## src/rtl/uart_dmi_framer.sv

```systemverilog
// ---------------------------------------------------------------------------
// uart_dmi_framer
//
// Host command framer sitting on the host-facing side of the UART block.
// Pops bytes from the UART RX FIFO and assembles READ/WRITE frames. Each
// complete frame produces exactly one DMI request. The DMI response is then
// serialised back into the UART TX FIFO.
//
// Frame:    byte 0 = command (0x01 READ, 0x02 WRITE)
//           byte 1 = address (low ADDR_WIDTH bits used)
//           bytes 2..5 = write data, LSB first (WRITE only)
// Response: status byte {6'b0, resp_op}; a successful READ is followed by
//           the 4 read-data bytes, LSB first. An unknown command is answered
//           with 0xFF and produces no DMI activity.
//
// Ports
//   CLK_I             system clock
//   RST_I             synchronous active-high reset
//   UART_RE_O         pop strobe to UART RX FIFO (combinational)
//   UART_RX_EMPTY_I   UART RX FIFO empty
//   UART_DREC_I       received byte, valid while UART_RE_O=1
//   UART_WE_O         push strobe to UART TX FIFO (combinational)
//   UART_TX_READY_I   UART TX FIFO not full
//   UART_DSEND_O      byte to transmit, valid while UART_WE_O=1
//   DMI_REQ_VALID_O   DMI request valid
//   DMI_REQ_READY_I   DMI request accepted
//   DMI_REQ_OP_O      1 = read, 2 = write
//   DMI_REQ_ADDR_O    DMI request address
//   DMI_REQ_DATA_O    DMI write data
//   DMI_RESP_VALID_I  DMI response valid
//   DMI_RESP_READY_O  DMI response accepted
//   DMI_RESP_OP_I     response status: 0 ok, 2 failed, 3 busy
//   DMI_RESP_DATA_I   DMI read data
//   BUSY_O            high whenever the FSM is not in IDLE
//
// States
//   state        | meaning
//   -------------+-----------------------------------------------------------
//   IDLE         | waiting for a command byte
//   GET_ADDR     | command latched, waiting for the address byte
//   GET_DATA     | WRITE: collecting 4 data bytes, LSB first
//   DMI_REQ      | request valid, waiting for DMI_REQ_READY_I
//   DMI_RESP     | response ready, waiting for DMI_RESP_VALID_I
//   SEND_STATUS  | pushing the status byte (or 0xFF NAK)
//   SEND_DATA    | READ ok: pushing 4 read-data bytes, LSB first
// ---------------------------------------------------------------------------
module uart_dmi_framer #(
    parameter int unsigned TIMEOUT_CYCLES = 1000000,
    parameter int unsigned ADDR_WIDTH     = 7
) (
    input  logic                  CLK_I,
    input  logic                  RST_I,

    output logic                  UART_RE_O,
    input  logic                  UART_RX_EMPTY_I,
    input  logic [7:0]            UART_DREC_I,

    output logic                  UART_WE_O,
    input  logic                  UART_TX_READY_I,
    output logic [7:0]            UART_DSEND_O,

    output logic                  DMI_REQ_VALID_O,
    input  logic                  DMI_REQ_READY_I,
    output logic [1:0]            DMI_REQ_OP_O,
    output logic [ADDR_WIDTH-1:0] DMI_REQ_ADDR_O,
    output logic [31:0]           DMI_REQ_DATA_O,

    input  logic                  DMI_RESP_VALID_I,
    output logic                  DMI_RESP_READY_O,
    input  logic [1:0]            DMI_RESP_OP_I,
    input  logic [31:0]           DMI_RESP_DATA_I,

    output logic                  BUSY_O
);

    localparam int unsigned     TMO_W    = $clog2(TIMEOUT_CYCLES);
    // Inter-byte timer is a down-counter: reloaded on every consumed byte and
    // on entry to a receive state, expiring when it reaches zero. That gives
    // exactly TIMEOUT_CYCLES byte-less cycles before the frame is dropped.
    localparam logic [TMO_W-1:0] TMO_LOAD = TMO_W'(TIMEOUT_CYCLES - 1);

    localparam logic [1:0] OP_READ  = 2'd1;
    localparam logic [1:0] OP_WRITE = 2'd2;

    localparam logic [7:0] CMD_READ  = 8'h01;
    localparam logic [7:0] CMD_WRITE = 8'h02;
    localparam logic [7:0] NAK_BYTE  = 8'hFF;

    typedef enum logic [2:0] {
        S_IDLE        = 3'd0,
        S_GET_ADDR    = 3'd1,
        S_GET_DATA    = 3'd2,
        S_DMI_REQ     = 3'd3,
        S_DMI_RESP    = 3'd4,
        S_SEND_STATUS = 3'd5,
        S_SEND_DATA   = 3'd6
    } state_t;

    state_t                state_q, state_d;
    logic [1:0]            op_q, op_d;
    logic [ADDR_WIDTH-1:0] addr_q, addr_d;
    logic [31:0]           wdata_q, wdata_d;
    logic [31:0]           rdata_q, rdata_d;
    logic [7:0]            status_q, status_d;
    logic [1:0]            idx_q, idx_d;
    logic [TMO_W-1:0]      tmo_q, tmo_d;

    logic                  rx_state;
    logic                  tx_pending;
    logic                  rx_pop;
    logic                  tx_push;

    // RX/TX strobes are masked during reset so no FIFO byte is popped or
    // pushed while the framer is discarding its state.
    assign rx_state   = (state_q == S_IDLE) || (state_q == S_GET_ADDR) ||
                        (state_q == S_GET_DATA);
    assign tx_pending = (state_q == S_SEND_STATUS) || (state_q == S_SEND_DATA);
    assign rx_pop     = rx_state & ~UART_RX_EMPTY_I & ~RST_I;
    assign tx_push    = tx_pending & UART_TX_READY_I & ~RST_I;

    always_ff @(posedge CLK_I) begin
        if (RST_I) begin
            state_q  <= S_IDLE;
            op_q     <= 2'd0;
            addr_q   <= '0;
            wdata_q  <= 32'd0;
            rdata_q  <= 32'd0;
            status_q <= 8'd0;
            idx_q    <= 2'd0;
            tmo_q    <= '0;
        end else begin
            state_q  <= state_d;
            op_q     <= op_d;
            addr_q   <= addr_d;
            wdata_q  <= wdata_d;
            rdata_q  <= rdata_d;
            status_q <= status_d;
            idx_q    <= idx_d;
            tmo_q    <= tmo_d;
        end
    end

    always_comb begin
        state_d  = state_q;
        op_d     = op_q;
        addr_d   = addr_q;
        wdata_d  = wdata_q;
        rdata_d  = rdata_q;
        status_d = status_q;
        idx_d    = idx_q;
        tmo_d    = tmo_q;

        case (state_q)
            S_IDLE: begin
                if (rx_pop) begin
                    if (UART_DREC_I == CMD_READ || UART_DREC_I == CMD_WRITE) begin
                        op_d    = UART_DREC_I[1:0];
                        wdata_d = 32'd0;
                        tmo_d   = TMO_LOAD;
                        state_d = S_GET_ADDR;
                    end else begin
                        status_d = NAK_BYTE;
                        state_d  = S_SEND_STATUS;
                    end
                end
            end

            S_GET_ADDR: begin
                if (rx_pop) begin
                    addr_d = UART_DREC_I[ADDR_WIDTH-1:0];
                    tmo_d  = TMO_LOAD;
                    if (op_q == OP_READ) begin
                        state_d = S_DMI_REQ;
                    end else begin
                        idx_d   = 2'd0;
                        state_d = S_GET_DATA;
                    end
                end else if (tmo_q == '0) begin
                    state_d = S_IDLE;
                end else begin
                    tmo_d = tmo_q - TMO_W'(1);
                end
            end

            S_GET_DATA: begin
                if (rx_pop) begin
                    wdata_d[8*idx_q +: 8] = UART_DREC_I;
                    idx_d = idx_q + 2'd1;
                    tmo_d = TMO_LOAD;
                    if (idx_q == 2'd3) begin
                        state_d = S_DMI_REQ;
                    end
                end else if (tmo_q == '0) begin
                    state_d = S_IDLE;
                end else begin
                    tmo_d = tmo_q - TMO_W'(1);
                end
            end

            S_DMI_REQ: begin
                if (DMI_REQ_READY_I) begin
                    state_d = S_DMI_RESP;
                end
            end

            S_DMI_RESP: begin
                if (DMI_RESP_VALID_I) begin
                    rdata_d  = DMI_RESP_DATA_I;
                    status_d = {6'b0, DMI_RESP_OP_I};
                    state_d  = S_SEND_STATUS;
                end
            end

            S_SEND_STATUS: begin
                if (tx_push) begin
                    // A NAK (0xFF) is never zero, so a stale READ op from an
                    // earlier frame cannot send it into SEND_DATA.
                    if (op_q == OP_READ && status_q == 8'h00) begin
                        idx_d   = 2'd0;
                        state_d = S_SEND_DATA;
                    end else begin
                        state_d = S_IDLE;
                    end
                end
            end

            S_SEND_DATA: begin
                if (tx_push) begin
                    idx_d = idx_q + 2'd1;
                    if (idx_q == 2'd3) begin
                        state_d = S_IDLE;
                    end
                end
            end

            default: begin
                state_d = S_IDLE;
            end
        endcase
    end

    always_comb begin
        UART_DSEND_O = 8'h00;
        if (state_q == S_SEND_STATUS) begin
            UART_DSEND_O = status_q;
        end else if (state_q == S_SEND_DATA) begin
            UART_DSEND_O = rdata_q[8*idx_q +: 8];
        end
    end

    assign UART_RE_O        = rx_pop;
    assign UART_WE_O        = tx_push;
    assign DMI_REQ_VALID_O  = (state_q == S_DMI_REQ);
    assign DMI_RESP_READY_O = (state_q == S_DMI_RESP);
    assign DMI_REQ_OP_O     = op_q;
    assign DMI_REQ_ADDR_O   = addr_q;
    assign DMI_REQ_DATA_O   = wdata_q;
    assign BUSY_O           = (state_q != S_IDLE);

endmodule

```

## config.mk

```make
export PLATFORM = sky130hd
export DESIGN_NAME = uart_dmi_framer
export DESIGN_NICKNAME = d
export VERILOG_FILES = /design/src/rtl/uart_dmi_framer.sv
export SDC_FILE = /design/constraint.sdc
export NUM_CORES = 1
export LEC_CHECK = 0
export ABC_AREA = 1
export BUFFER_PORTS_ARGS = -buffer_cell sky130_fd_sc_hd__buf_2
export CAP_MARGIN = 0
export CORE_MARGIN = 5
export CORE_UTILIZATION = 50
export DETAILED_ROUTE_END_ITERATION = 10
export PLACE_DENSITY = 0.78
export SYNTH_ARGS = -nofsm -noshare
export SYNTH_HDL_FRONTEND = slang
export SYNTH_SLANG_ARGS = --single-unit
```

## constraint.sdc

```tcl
create_clock -name CLK_I -period 2.5 [get_ports CLK_I]
set_clock_uncertainty 0.1 [all_clocks]
set_input_delay 0.125 -clock CLK_I [delete_from_list [all_inputs] [get_ports CLK_I]]
set_output_delay 0.125 -clock CLK_I [all_outputs]
set_load 0.1 [all_outputs]
```

Word-level counts from Yosys, hierarchy flattened
Index checks and enable logic that the tools add are counted.
{"block": "totals", "ff_bits": 106, "in_bits": 48, "out_inout_bits": 54, "elab_cells": 103}
{"block": "classes", "n_addsub": 3, "eq_ne": 24, "shifts": 3, "mux": 37, "bitwise_logic": 6, "n_reduce_logical": 22}
{"op": "$mux 32", "count": 3}
{"op": "$mux 20", "count": 4}
{"op": "$pmux 32 s2", "count": 1}
{"op": "$mux 8", "count": 5}
{"op": "$pmux 20 s2", "count": 1}
{"op": "$mux 3", "count": 12}
{"op": "$neg 5->34", "count": 1}
{"op": "$shift 8x34->32 const A", "count": 1}
{"op": "$shiftx 8x34->32", "count": 1}
{"op": "$bwmux 32", "count": 1}
{"op": "$shiftx 32x6->8", "count": 1}
{"op": "$pmux 3 s7", "count": 1}
{"op": "$logic_not 20->1", "count": 1}
{"op": "$sub 20x1->20 const B", "count": 1}
{"op": "$ne 2x2->1 const B", "count": 8}
{"op": "$pmux 8 s2", "count": 1}
{"op": "$reduce_and 7->1", "count": 2}
{"op": "$mux 2", "count": 6}
{"op": "$reduce_and 4->1", "count": 3}
{"op": "$eq 3x3->1 const B", "count": 3}
{"op": "$eq 8x1->1 const B", "count": 1}
{"op": "$eq 8x2->1 const B", "count": 1}
{"op": "$logic_not 8->1", "count": 1}
{"op": "$ne 2x1->1 const B", "count": 4}
{"op": "other kinds (20)", "count": 31}

Longest topological paths before layout
Gate-level depths: netlist of run 1.
{"block": "depth", "depth_word": 7, "ltp_mapped": 11, "mapped_depth_nobuf": 11}

Least setup slack after synthesis of run 1
Ideal clock, no wire load.
{"block": "synth_path", "path_type": "flip-flop to output port", "from": "register state_q[0]", "to": "output port UART_DSEND_O[0]", "t_arrival_ns": 2.756, "t_required_ns": 2.275, "path_slack_ns": -0.481, "stages_incl_launch_ff": 3, "path_buffers": 0, "cell_sequence": "dfxtp_1 nand3_1 o21ai_0"}
{"block": "synth_between", "elab_chain_len": 3, "word_cells_on_any_way": 4, "cone_classes": "eq/ne: 2; mux: 2"}
{"element": "from (decl)", "line": "99", "rtl": "state_t state_q, state_d;"}
{"element": "from (signal assigned)", "line": "132", "rtl": "state_q <= state_d;"}
{"element": "$eq 3x3->1", "line": "246", "rtl": "end else if (state_q == S_SEND_DATA) begin"}
{"element": "$mux 8", "line": "246"}
{"element": "$mux 8 *", "line": "244", "rtl": "if (state_q == S_SEND_STATUS) begin"}
{"element": "to (decl)", "line": "60", "rtl": "output logic [7:0] UART_DSEND_O,"}
Every way passes the cells marked *; elsewhere a longest branch is shown, timed or not.

Worst setup path in the final report of run 1
{"block": "layout_path", "from": "register idx_q[0]", "to": "output port UART_DSEND_O[5]"}
{"block": "layout_between", "elab_chain_len": 3}
{"element": "from (decl)", "line": "105", "rtl": "logic [1:0] idx_q, idx_d;"}
{"element": "from (signal assigned)", "line": "138", "rtl": "idx_q <= idx_d;"}
{"element": "$shiftx 32x6->8", "line": "247", "rtl": "UART_DSEND_O = rdata_q[8*idx_q +: 8];"}
{"element": "$mux 8", "line": "246"}
{"element": "$mux 8", "line": "244"}
Every way passes these cells.

==> summary.json, run 1 <==
{
  "multi_input_comb_area_um2": 2810,
  "cp-endpoint": "UART_DSEND_O[5]",
  "initial_core_util": 0.513,
  "detailedRoute.firstIterationViolations": 413,
  "worst_setup_path_end_kind": "output pin",
  "clkSlewWorstSetupHoldPaths_ns": 0.09,
  "clock_latency_ns": 0.36,
  "reg2reg_setup_slack_ns": 0.46,
  "postLayoutSetupSlackWorst_ns": 0.193,
  "fp-row-count": 37,
  "tritoncts.num_buffers": 9,
  "die_area_um2": 12800,
  "die_width_um": 113,
  "maxSlewHeadroom": 0.474,
  "worst-path-stages": 7,
  "path_class": "reg2out",
  "yosys.cell_types.count": 34,
  "timing.critical_path.slowest_cell_delay_ns": 0.45,
  "synthesis.area_per_instance_um2": 6.45,
  "maximum_number_of_pins_on_one_net_before_global_route_repair": 52,
  "dp_hpwl_um": 9900,
  "path_buf_inv": 3,
  "post-route-drc-count": 0,
  "drt_pass1_iterations": 7,
  "powerDensity_nw_per_um2": 995,
  "ys.flop_type": "sky130_fd_sc_hd__dfxtp_1",
  "ctsLongestPathBuffers": 2,
  "timing.final.crit_period_ns": 2.31,
  "arrival_time_reported_for_the_critical_path_endpoint_ns": 2.08,
  "io_buffers": 101,
  "run_status": "complete, no violations",
  "cellLeakagePower_nw": 2.92,
  "die_height_um": 113,
  "period_share": 0.923,
  "startpoint_type": "flip-flop",
  "critPathRequiredTime_ns": 2.28,
  "drive_gt1_frac": 0.167,
  "wl_per_cell_um": 13.5,
  "layout_area_growth_over_synthesis_pct": 20.8,
  "clockRootBuffer": "sky130_fd_sc_hd__clkbuf_8",
  "place_ws_ns": 0.499,
  "rsz_0062_raised_after_global_routing": "no",
  "seqCellArea_um2": 2020,
  "floorplan.io_pins": 102,
  "tritoncts_clock_tree": "built",
  "grt_pass1_wl_um": 24200,
  "fmax_mhz": 434,
  "hold_class": "in2reg",
  "final_util": 0.620,
  "crit-reg2reg-capture": "DMI_REQ_DATA_O[12]",
  "critical_path_peak_fanout": 26,
  "cpMaxStageDelayCell": "sky130_fd_sc_hd__dfxtp_1",
  "cp_cell_sequence": "buf_4 -> buf_4 -> a21oi_1 -> o21ai_0 -> nand3_1 -> nand2_1 -> buf_2",
  "route.vias.total": 5581,
  "synthesis.instances": 822,
  "cts_sinks": 101,
  "critPathTopFamily": "buffers and inverters",
  "share_of_the_yosys_chip_area_belonging_to_registers": 0.381,
  "synthesis.area_um2": 5300,
  "synth_edf_count": 0,
  "holdBufCountCts": 35,
  "detail_route.wirelength_um": 14600,
  "tightest_slew_ns": 0.788,
  "maximum_capacitance_violations": 0,
  "num-nets-final": 995,
  "global_route.overflow_total": 0,
  "startpoint": "idx_q[0]",
  "synth-warning-count": 0,
  "final-hold-violation-count": 0,
  "avgViaCountPerCell": 5.15,
  "max-vdd-ir-drop_uv": 471,
  "grt_antenna_before_repair": 1,
  "fill_cells": 989,
  "core-area_um2": 10300,
  "cpMostUsedCell": "sky130_fd_sc_hd__buf_4",
  "cts-htree-levels": 3,
  "final.setup.tns_ns": 0,
  "postSynthRegisterBits": 101,
  "grt.total_usage": 0.226,
  "fin_total_pwr_mw": 6.37,
  "worstReg2RegStart": "idx_q[0]",
  "number_of_nets_with_antenna_violations_after_detailed_routing": 0,
  "async_flop_share": 0,
  "rr_worst_depth": 8,
  "first_global_vias": 5082,
  "routabilityCongestion": 0.884,
  "cts_setup_buffers": 0,
  "post_cts_resized": 0,
  "report.final.slew_viol_count": 0,
  "synthesis.nets": 875,
  "finalSetupViolations": 0
}
==> synthesized netlist by cell type, types with 5 or more instances <==
master | n | share of area
sky130_fd_sc_hd__a211oi_1 | 7 | 0.0099
sky130_fd_sc_hd__a21oi_1 | 88 | 0.083
sky130_fd_sc_hd__buf_2 | 7 | 0.0066
sky130_fd_sc_hd__buf_6 | 6 | 0.013
sky130_fd_sc_hd__clkbuf_1 | 25 | 0.018
sky130_fd_sc_hd__dfxtp_1 | 101 | 0.38
sky130_fd_sc_hd__ha_1 | 5 | 0.012
sky130_fd_sc_hd__inv_1 | 58 | 0.041
sky130_fd_sc_hd__inv_2 | 8 | 0.0057
sky130_fd_sc_hd__nand2_1 | 198 | 0.14
sky130_fd_sc_hd__nand3_1 | 67 | 0.063
sky130_fd_sc_hd__nand4_1 | 16 | 0.019
sky130_fd_sc_hd__nor2_1 | 143 | 0.10
sky130_fd_sc_hd__o21ai_0 | 51 | 0.048
sky130_fd_sc_hd__o21ai_1 | 8 | 0.0076
==> per-layer routing <==
layer / part of all wire / GRT usage / vias to the layer above / routed length, um
met2: 0.45 / 0.358 / 231 / 6540
met1: 0.45 / 0.313 / 2416 / 6600
met4: 0.016 / 0.0641 / 2 / 231
met3: 0.084 / 0.0439 / 24 / 1220
met5: 0.00048 / 0 / - / 7
li1: - / - / 2908 / -
==> flip-flops by register name (all words and copies together), names as in the netlist <==
signal	flops
state_q	3
rdata_q	32
DMI_REQ_OP_O	2
DMI_REQ_DATA_O	32
idx_q	2
tmo_q	20
DMI_REQ_ADDR_O	7
status_q	3
==> report_power, final <==
| part | switching (mW) | internal [mW] |
|---|---|---|
| registers | 0.236 | 1.89 |
| logic | 2.23 | 1.07 |
| clock network | 0.578 | 0.366 |
==> worst min-delay path by stage <==
stage	slack (ns)	endpoint	cells past startpoint	start
6_report	0.02	DMI_REQ_ADDR_O[5]	3	UART_DREC_I[5]
5_1_grt	0.03	DMI_REQ_ADDR_O[5]	3	UART_DREC_I[5]
4_1_cts	0.003	DMI_REQ_ADDR_O[5]	3	UART_DREC_I[5]
3_5_place_dp	0.26	rdata_q[28]	3	DMI_RESP_DATA_I[28]
3_3_place_gp	0.25	rdata_q[28]	3	DMI_RESP_DATA_I[28]
2_1_floorplan	0.16	rdata_q[14]	2	DMI_RESP_DATA_I[14]
==> layout make-up <==
cell class              instances  share of cell area
diodes                          1            0.000391
clock buffers                  11              0.0205
clock inverters                 5             0.00567
inverters                      68              0.0399
multi-input cells             611               0.438
flip-flops and latches        101               0.316
well taps                     136              0.0266
repair buffers                151               0.153
==> kinds of logic (layout without fill, tap and decap cells) <==
logic type | after synthesis | in the layout | share of synthesized area
simple gates | 446 | 446 | 0.358
compound gates | 159 | 159 | 0.158
buf+inv | 110 | 235 | 0.0895
flops | 101 | 101 | 0.381
fa+ha+maj | 5 | 5 | 0.0118
xor+xnor | 1 | 1 | 0.00165
other cells | 0 | 1 | 0
==> metrics by stage <==
stage	cell area, um2	hold slack [ns]	instances
2_1_floorplan	5300	0.160	822
3_3_place_gp	5880	0.248	1032
3_5_place_dp	5880	0.256	1032
4_1_cts	6400	0.00318	1083
5_1_grt	6400	0.0278	1083
6_report	6400	0.0157	1084
==> worst reg2reg max path, cell delays in order, from the launching register on <==
cell                      delay [ns]
sky130_fd_sc_hd__dfxtp_1        0.45
sky130_fd_sc_hd__inv_1          0.14
sky130_fd_sc_hd__ha_1           0.41
sky130_fd_sc_hd__nand2_1        0.11
sky130_fd_sc_hd__nor3_2         0.41
sky130_fd_sc_hd__nand2_1        0.11
sky130_fd_sc_hd__nand3_1        0.11
sky130_fd_sc_hd__nand2_1        0.06
sky130_fd_sc_hd__nor2_1         0.10
==> cells in the final DEF (no fill, tap or decap), types with 2 or more instances in the layout <==
master	count
sky130_fd_sc_hd__nand2_1	198
sky130_fd_sc_hd__nor2_1	142
sky130_fd_sc_hd__dfxtp_1	101
sky130_fd_sc_hd__buf_2	101
sky130_fd_sc_hd__a21oi_1	88
sky130_fd_sc_hd__nand3_1	67
sky130_fd_sc_hd__inv_1	58
sky130_fd_sc_hd__o21ai_0	51
sky130_fd_sc_hd__dlygate4sd3_1	35
sky130_fd_sc_hd__nand4_1	16
sky130_fd_sc_hd__buf_4	14
sky130_fd_sc_hd__clkbuf_8	9
sky130_fd_sc_hd__inv_2	8
sky130_fd_sc_hd__o21ai_1	8
sky130_fd_sc_hd__a211oi_1	7
sky130_fd_sc_hd__ha_1	5
sky130_fd_sc_hd__nand2_2	4
sky130_fd_sc_hd__or2_2	4
sky130_fd_sc_hd__nor2_4	3
sky130_fd_sc_hd__nor3_1	3
sky130_fd_sc_hd__clkinvlp_4	3
sky130_fd_sc_hd__nor2_2	2
sky130_fd_sc_hd__clkinv_1	2
sky130_fd_sc_hd__o21bai_1	2
sky130_fd_sc_hd__nor3_2	2
sky130_fd_sc_hd__clkbuf_1	2
Power figures use the tool's default switching activity.
==> inputs of run 2 (changes only) <==
GPL_TIMING_DRIVEN = 0   (was not set)
clock period = 2.66 ns   (was 2.5 ns; I/O delays follow)
==> run 2 against run 1 <==
  * Combinational power down 4%
  * Clock-buffer cell count down 1
  * Critical path depth unchanged
  * Sequential cell count unchanged
  * Non-clock buffer count up 27
  * Sequential power down 7%
==> summary.json, run 2 (synthesized netlist as in run 1, its figures left out) <==
{
  "run_status": "complete, no violations",
  "powerDensity_nw_per_um2": 930,
  "number_of_nets_with_antenna_violations_after_detailed_routing": 0,
  "timing.hold.worst.start": "UART_DREC_I[2]",
  "final_common_cell": "sky130_fd_sc_hd__nand2_1",
  "most-common-layout-cells": "sky130_fd_sc_hd__nand2_1, sky130_fd_sc_hd__nor2_1, sky130_fd_sc_hd__buf_2, sky130_fd_sc_hd__dfxtp_1, sky130_fd_sc_hd__a21oi_1",
  "final-hold-violation-count": 0,
  "cpMostUsedCell": "sky130_fd_sc_hd__o21ai_0",
  "cp_cell_sequence": "clkbuf_1 -> clkbuf_2 -> a21oi_1 -> o21ai_0 -> nand3_1 -> o21ai_0 -> buf_2",
  "maxSlewHeadroom": 0.633,
  "hold_end": "DMI_REQ_ADDR_O[2]",
  "antennaDiodeCount": 0,
  "tightest_slew_ns": 0.551,
  "core-area_um2": 10300,
  "startpoint_type": "flip-flop",
  "grt_antenna_before_repair": 1,
  "fp-row-count": 37,
  "detailedRoute.firstIterationViolations": 422,
  "drt_pass1_iterations": 5,
  "clock_latency_ns": 0.37,
  "globalRouteMet3Util": 0.0572,
  "path_class": "reg2out",
  "numPlacedInstances": 1058,
  "groute.layer.met2.usage": 0.382,
  "route.vias.total": 5767,
  "clkSlewWorstSetupHoldPaths_ns": 0.09,
  "post-route-drc-count": 0,
  "clockRootBuffer": "sky130_fd_sc_hd__clkbuf_8",
  "drive_gt1_frac": 0.166,
  "globalRouteMet1Util": 0.310,
  "tritoncts.num_buffers": 9,
  "cellLeakagePower_nw": 2.98,
  "avgViaCountPerCell": 5.20,
  "rr_worst_depth": 9,
  "gr-max-usage-layer": "met2",
  "maximum_number_of_pins_on_one_net_before_global_route_repair": 18,
  "fin_total_pwr_mw": 6.06,
  "layout_area_growth_over_synthesis_pct": 23.0,
  "grt_pass1_wl_um": 25000,
  "grt.total_usage": 0.237,
  "min_delay_path_depth": 3,
  "worst_setup_path_end_kind": "output pin",
  "cts-htree-levels": 3,
  "fmax_mhz": 399,
  "critical_path_peak_fanout": 10,
  "die_height_um": 113,
  "maximum_capacitance_violations": 0,
  "max-vdd-ir-drop_uv": 419,
  "die_area_um2": 12800,
  "initial_core_util": 0.513,
  "worstReg2RegStart": "idx_q[0]",
  "first_global_vias": 5346,
  "timing.critical_path.slowest_cell_delay_ns": 0.48,
  "final.setup.tns_ns": 0,
  "cts_setup_buffers": 0,
  "rsz_0062_raised_after_global_routing": "no",
  "detail_route.wirelength_um": 15200,
  "timing.hold.ws_ns": 0.0322,
  "critPathTopFamily": "buffers and inverters",
  "crit-reg2reg-capture": "DMI_REQ_DATA_O[11]",
  "arrival_time_reported_for_the_critical_path_endpoint_ns": 2.27,
  "routabilityCongestion": 0.923,
  "io_buffers": 100,
  "tritoncts_clock_tree": "built",
  "dp_hpwl_um": 11100,
  "hold_class": "in2reg",
  "floorplan.io_pins": 102,
  "period_share": 0.942,
  "global_route.overflow_total": 0,
  "finalNonFillerCells": 1109,
  "num-nets-final": 1022,
  "wl_per_cell_um": 13.7,
  "critPathRequiredTime_ns": 2.43,
  "ctsLongestPathBuffers": 2,
  "path_buf_inv": 3,
  "timing.final.crit_period_ns": 2.51,
  "finalSetupViolations": 0,
  "cts_sinks": 101,
  "die_width_um": 113,
  "reg2reg_setup_slack_ns": 0.28,
  "cpMaxStageDelayCell": "sky130_fd_sc_hd__buf_2",
  "report.final.slew_viol_count": 0
}
==> run 2: cell count changes in the layout (fill, tap and decap cells not counted), sizes merged <==
cell / before / now
buf: 116 / 115
clkbuf: 11 / 37
clkinvlp: 3 / 1
diode: 1 / 0
dlygate4sd3: 35 / 36
inv: 67 / 69
==> run 2: repair_timing <==
action                                  in CTS  in global routing
hold endpoints to repair                    36                  0
hold buffers                                36                  0
resized for setup                            1                  6
endpoints found under the setup margin       9                 29
==> run 2: power breakdown <==
part | switching, mW | leakage [nW] | total (mW) | internal, mW
logic | 2.17 | 2.07 | 3.16 | 0.992
clock network | 0.550 | 0.0898 | 0.923 | 0.373
registers | 0.205 | 0.820 | 1.98 | 1.78
total | 2.92 | 2.98 | 6.06 | 3.14
==> run 2: how the worst max path moves through the flow <==
stage,to,slack [ns],cells after the start,startpoint
after CTS,UART_DSEND_O[0],0.01,7,idx_q[0]
after global routing,UART_DSEND_O[6],0.04,7,idx_q[0]
final,UART_DSEND_O[1],0.15,7,idx_q[0]
after floorplan,UART_DSEND_O[0],-0.33,2,state_q[0]
after global placement,DMI_REQ_DATA_O[9],-0.03,9,idx_q[1]
after detailed placement,DMI_REQ_DATA_O[11],-0.04,9,idx_q[1]
==> run 2: per-stage QoR <==
| stage | utilization | worst slack (ns) | cell area (um2) |
|---|---|---|---|
| after floorplan | - | -0.329 | 5300 |
| after global placement | 0.579 | -0.0340 | 5970 |
| after detailed placement | 0.579 | -0.0394 | 5970 |
| after CTS | 0.631 | 0.0126 | 6520 |
| after global routing | 0.632 | 0.0424 | 6520 |
| final | 0.632 | 0.154 | 6520 |
==> run 2: final cells by class <==
type                            instances  area [um2]
Multi-Input combinational cell        611        2810
Clock inverter                          5        42.5
Timing Repair Buffer                  136         863
Fill cell                             989        3800
Buffer                                 42         223
Inverter                               68         256
Sequential cell                       101        2020
Tap cell                              136         170
Clock buffer                           10         138
==> run 2: worst min-delay path: cells and delay by family <==
| family | cells | cell delay [ns] |
|---|---|---|
| buffers and inverters | 2 | 0.24 |
| AOI/OAI and AO/OA | 1 | 0.08 |
==> run 2: metal layers <==
metal | wire length (um) | vias to the layer above | share of wire
met1 | 6790 | 2566 | 0.45
met5 | 7 | - | 0.00046
met4 | 343 | 2 | 0.023
li1 | - | 2952 | -
met3 | 1240 | 36 | 0.082
met2 | 6790 | 211 | 0.45
==> inputs of run 3 (changes only) <==
==> constraint.sdc (replaced) <==
create_clock -name CLK_I -period 2.66 [get_ports CLK_I]
set_clock_uncertainty 0.1 [all_clocks]
set_input_delay 0.532 -clock CLK_I [delete_from_list [all_inputs] [get_ports CLK_I]]
set_output_delay 0.532 -clock CLK_I [all_outputs]
set_load 0.1 [all_outputs]
==> run 3 against run 2 <==
  * Die area unchanged
  * Sequential cell count unchanged
  * Setup slack got worse by 0.062 ns
  * Final area decreased by 4.3%
  * Core utilization decreased by 2.7 points
  * Maximum frequency decreased by 2.4%
  * Sequential share of layout area increased by 1.4 points
  * Non-clock buffer count decreased by 36
  * Clock-buffer cell count unchanged
  * Critical endpoint is now UART_DSEND_O[4]
  * Highest routed layer unchanged
==> summary.json, run 3 (synthesized netlist as in run 1, its figures left out) <==
{
  "run_status": "complete, no violations",
  "detailedRoute.firstIterationViolations": 427,
  "critical_path_peak_fanout": 10,
  "layout_area_growth_over_synthesis_pct": 17.8,
  "tritoncts_clock_tree": "built",
  "fp-row-count": 37,
  "fmax_mhz": 389,
  "maximum_capacitance_violations": 0,
  "critPathRequiredTime_ns": 2.03,
  "final-hold-violation-count": 0,
  "post-route-drc-count": 0,
  "finalSetupViolations": 0,
  "io_buffers": 100,
  "floorplan.io_pins": 102,
  "avgViaCountPerCell": 5.16,
  "first_global_vias": 4988,
  "period_share": 0.966,
  "timing.critical_path.slowest_cell_delay_ns": 0.37,
  "maxSlewHeadroom": 0.633,
  "tightest_slew_ns": 0.548,
  "num-nets-final": 986,
  "startpoint_type": "flip-flop",
  "initial_core_util": 0.513,
  "maxUsedRoutingLayer": "met5",
  "global_route.overflow_total": 0,
  "die_area_um2": 12800,
  "powerDensity_nw_per_um2": 990,
  "wl_per_cell_um": 13.3,
  "wl_met1_um": 6560,
  "cts_sinks": 101,
  "worst_setup_path_end_kind": "output pin",
  "max-vdd-ir-drop_uv": 423,
  "final_util": 0.605,
  "met3_wirelength_um": 1140,
  "dp_hpwl_um": 10900,
  "final_common_cell": "sky130_fd_sc_hd__nand2_1",
  "path_class": "reg2out",
  "tritoncts.num_buffers": 9,
  "grt_pass1_wl_um": 23400,
  "critPathTopFamily": "buffers and inverters",
  "path_buf_inv": 3,
  "maximum_number_of_pins_on_one_net_before_global_route_repair": 17,
  "number_of_nets_with_antenna_violations_after_detailed_routing": 0,
  "most-common-layout-cells": "sky130_fd_sc_hd__nand2_1, sky130_fd_sc_hd__nor2_1, sky130_fd_sc_hd__dfxtp_1, sky130_fd_sc_hd__buf_2, sky130_fd_sc_hd__a21oi_1",
  "route.vias.total": 5539,
  "arrival_time_reported_for_the_critical_path_endpoint_ns": 1.94,
  "detail_route.wirelength_um": 14300,
  "clockRootBuffer": "sky130_fd_sc_hd__clkbuf_8",
  "numPlacedInstances": 1058,
  "grt_antenna_before_repair": 1,
  "met2_length_um": 6300,
  "report.final.slew_viol_count": 0,
  "hold_class": "in2reg",
  "fill_cells": 1016,
  "die_width_um": 113,
  "drive_gt1_frac": 0.179,
  "die_height_um": 113,
  "cpMaxStageDelayCell": "sky130_fd_sc_hd__dfxtp_1",
  "clock_latency_ns": 0.37,
  "finalNonFillerCells": 1074,
  "timing.final.crit_period_ns": 2.57,
  "timing.hold.ws_ns": 0.276,
  "cts-htree-levels": 3,
  "grt.total_usage": 0.221,
  "drt_pass1_iterations": 5,
  "routabilityCongestion": 0.932,
  "clkSlewWorstSetupHoldPaths_ns": 0.10,
  "antennaDiodeCount": 0,
  "core-area_um2": 10300,
  "cp_cell_sequence": "clkbuf_2 -> clkbuf_4 -> a21oi_1 -> o21ai_0 -> nand3_1 -> nand2_1 -> buf_4",
  "ctsLongestPathBuffers": 2,
  "cellLeakagePower_nw": 2.85
}
==> run 3: cell types whose count changed in the layout (fill, tap and decap cells not counted), moves of 2 or more <==
| cell | delta |
|---|---|
| sky130_fd_sc_hd__bufinv_16 | +2 |
| sky130_fd_sc_hd__buf_6 | +3 |
| sky130_fd_sc_hd__o21ai_0 | -2 |
| sky130_fd_sc_hd__inv_6 | -2 |
| sky130_fd_sc_hd__dlygate4sd3_1 | -36 |
| sky130_fd_sc_hd__buf_4 | +5 |
| sky130_fd_sc_hd__buf_2 | -8 |
==> run 3: timing repair <==
item	in CTS	in global routing
hold buffers	0	0
buffers inserted	0	0
gates resized for setup	12	12
endpoints found under the setup margin	8	9
==> run 3: area by class of cell <==
class	count	area, um2	area share
repair buffers	100	534	0.0856
inverters	68	258	0.0413
multi-input cells	611	2820	0.451
clock inverters	6	86.3	0.0138
clock buffers	10	128	0.0204
plain buffers	42	228	0.0365
well taps	136	170	0.0273
flip-flops and latches	101	2020	0.324
==> run 3: power by group <==
part           internal [mW]  switching (mW)  total, mW
Clock                  0.531           0.538       1.07
Combinational          0.973            2.16       3.14
Sequential              1.78           0.200       1.98
==> run 3: worst register-to-register path: stages (launching register included) <==
cell and delay, ns:
sky130_fd_sc_hd__dfxtp_1 0.37, sky130_fd_sc_hd__clkbuf_2 0.24, sky130_fd_sc_hd__inv_1 0.14, sky130_fd_sc_hd__ha_1 0.42, sky130_fd_sc_hd__nand2_1 0.12, sky130_fd_sc_hd__nor3_2 0.35
sky130_fd_sc_hd__nand2_1 0.09, sky130_fd_sc_hd__nand3_1 0.10, sky130_fd_sc_hd__nand2_1 0.07, sky130_fd_sc_hd__nor2_1 0.11
==> run 3: worst paths after layout <==
check,start,endpoint,slack [ns],depth (start not counted)
max,idx_q[0],UART_DSEND_O[4],0.09,7
max reg2reg,idx_q[0],DMI_REQ_DATA_O[8],0.49,9
min reg2reg,rdata_q[5],rdata_q[5],0.35,2
min,DMI_RESP_DATA_I[13],rdata_q[13],0.28,3
==> run 3: stage by stage <==
step                      worst slack (ns)  area [um2]  setup TNS (ns)  power (mW)
final                               0.0914        6240               0        6.18
after global routing              -0.00249        6240        -0.00249        6.71
after CTS                          0.00505        6220               0        6.14
after detailed placement            0.0793        5980               0        5.07
after global placement               0.111        5980               0        5.02
after floorplan                    -0.0368        5310         -0.0368        4.42
==> run 3: metal layers <==
layer | up-vias | track usage
met2 | 207 | 0.342
met5 | - | 0
met4 | 2 | 0.0713
li1 | 2884 | -
met1 | 2416 | 0.310
met3 | 30 | 0.0455
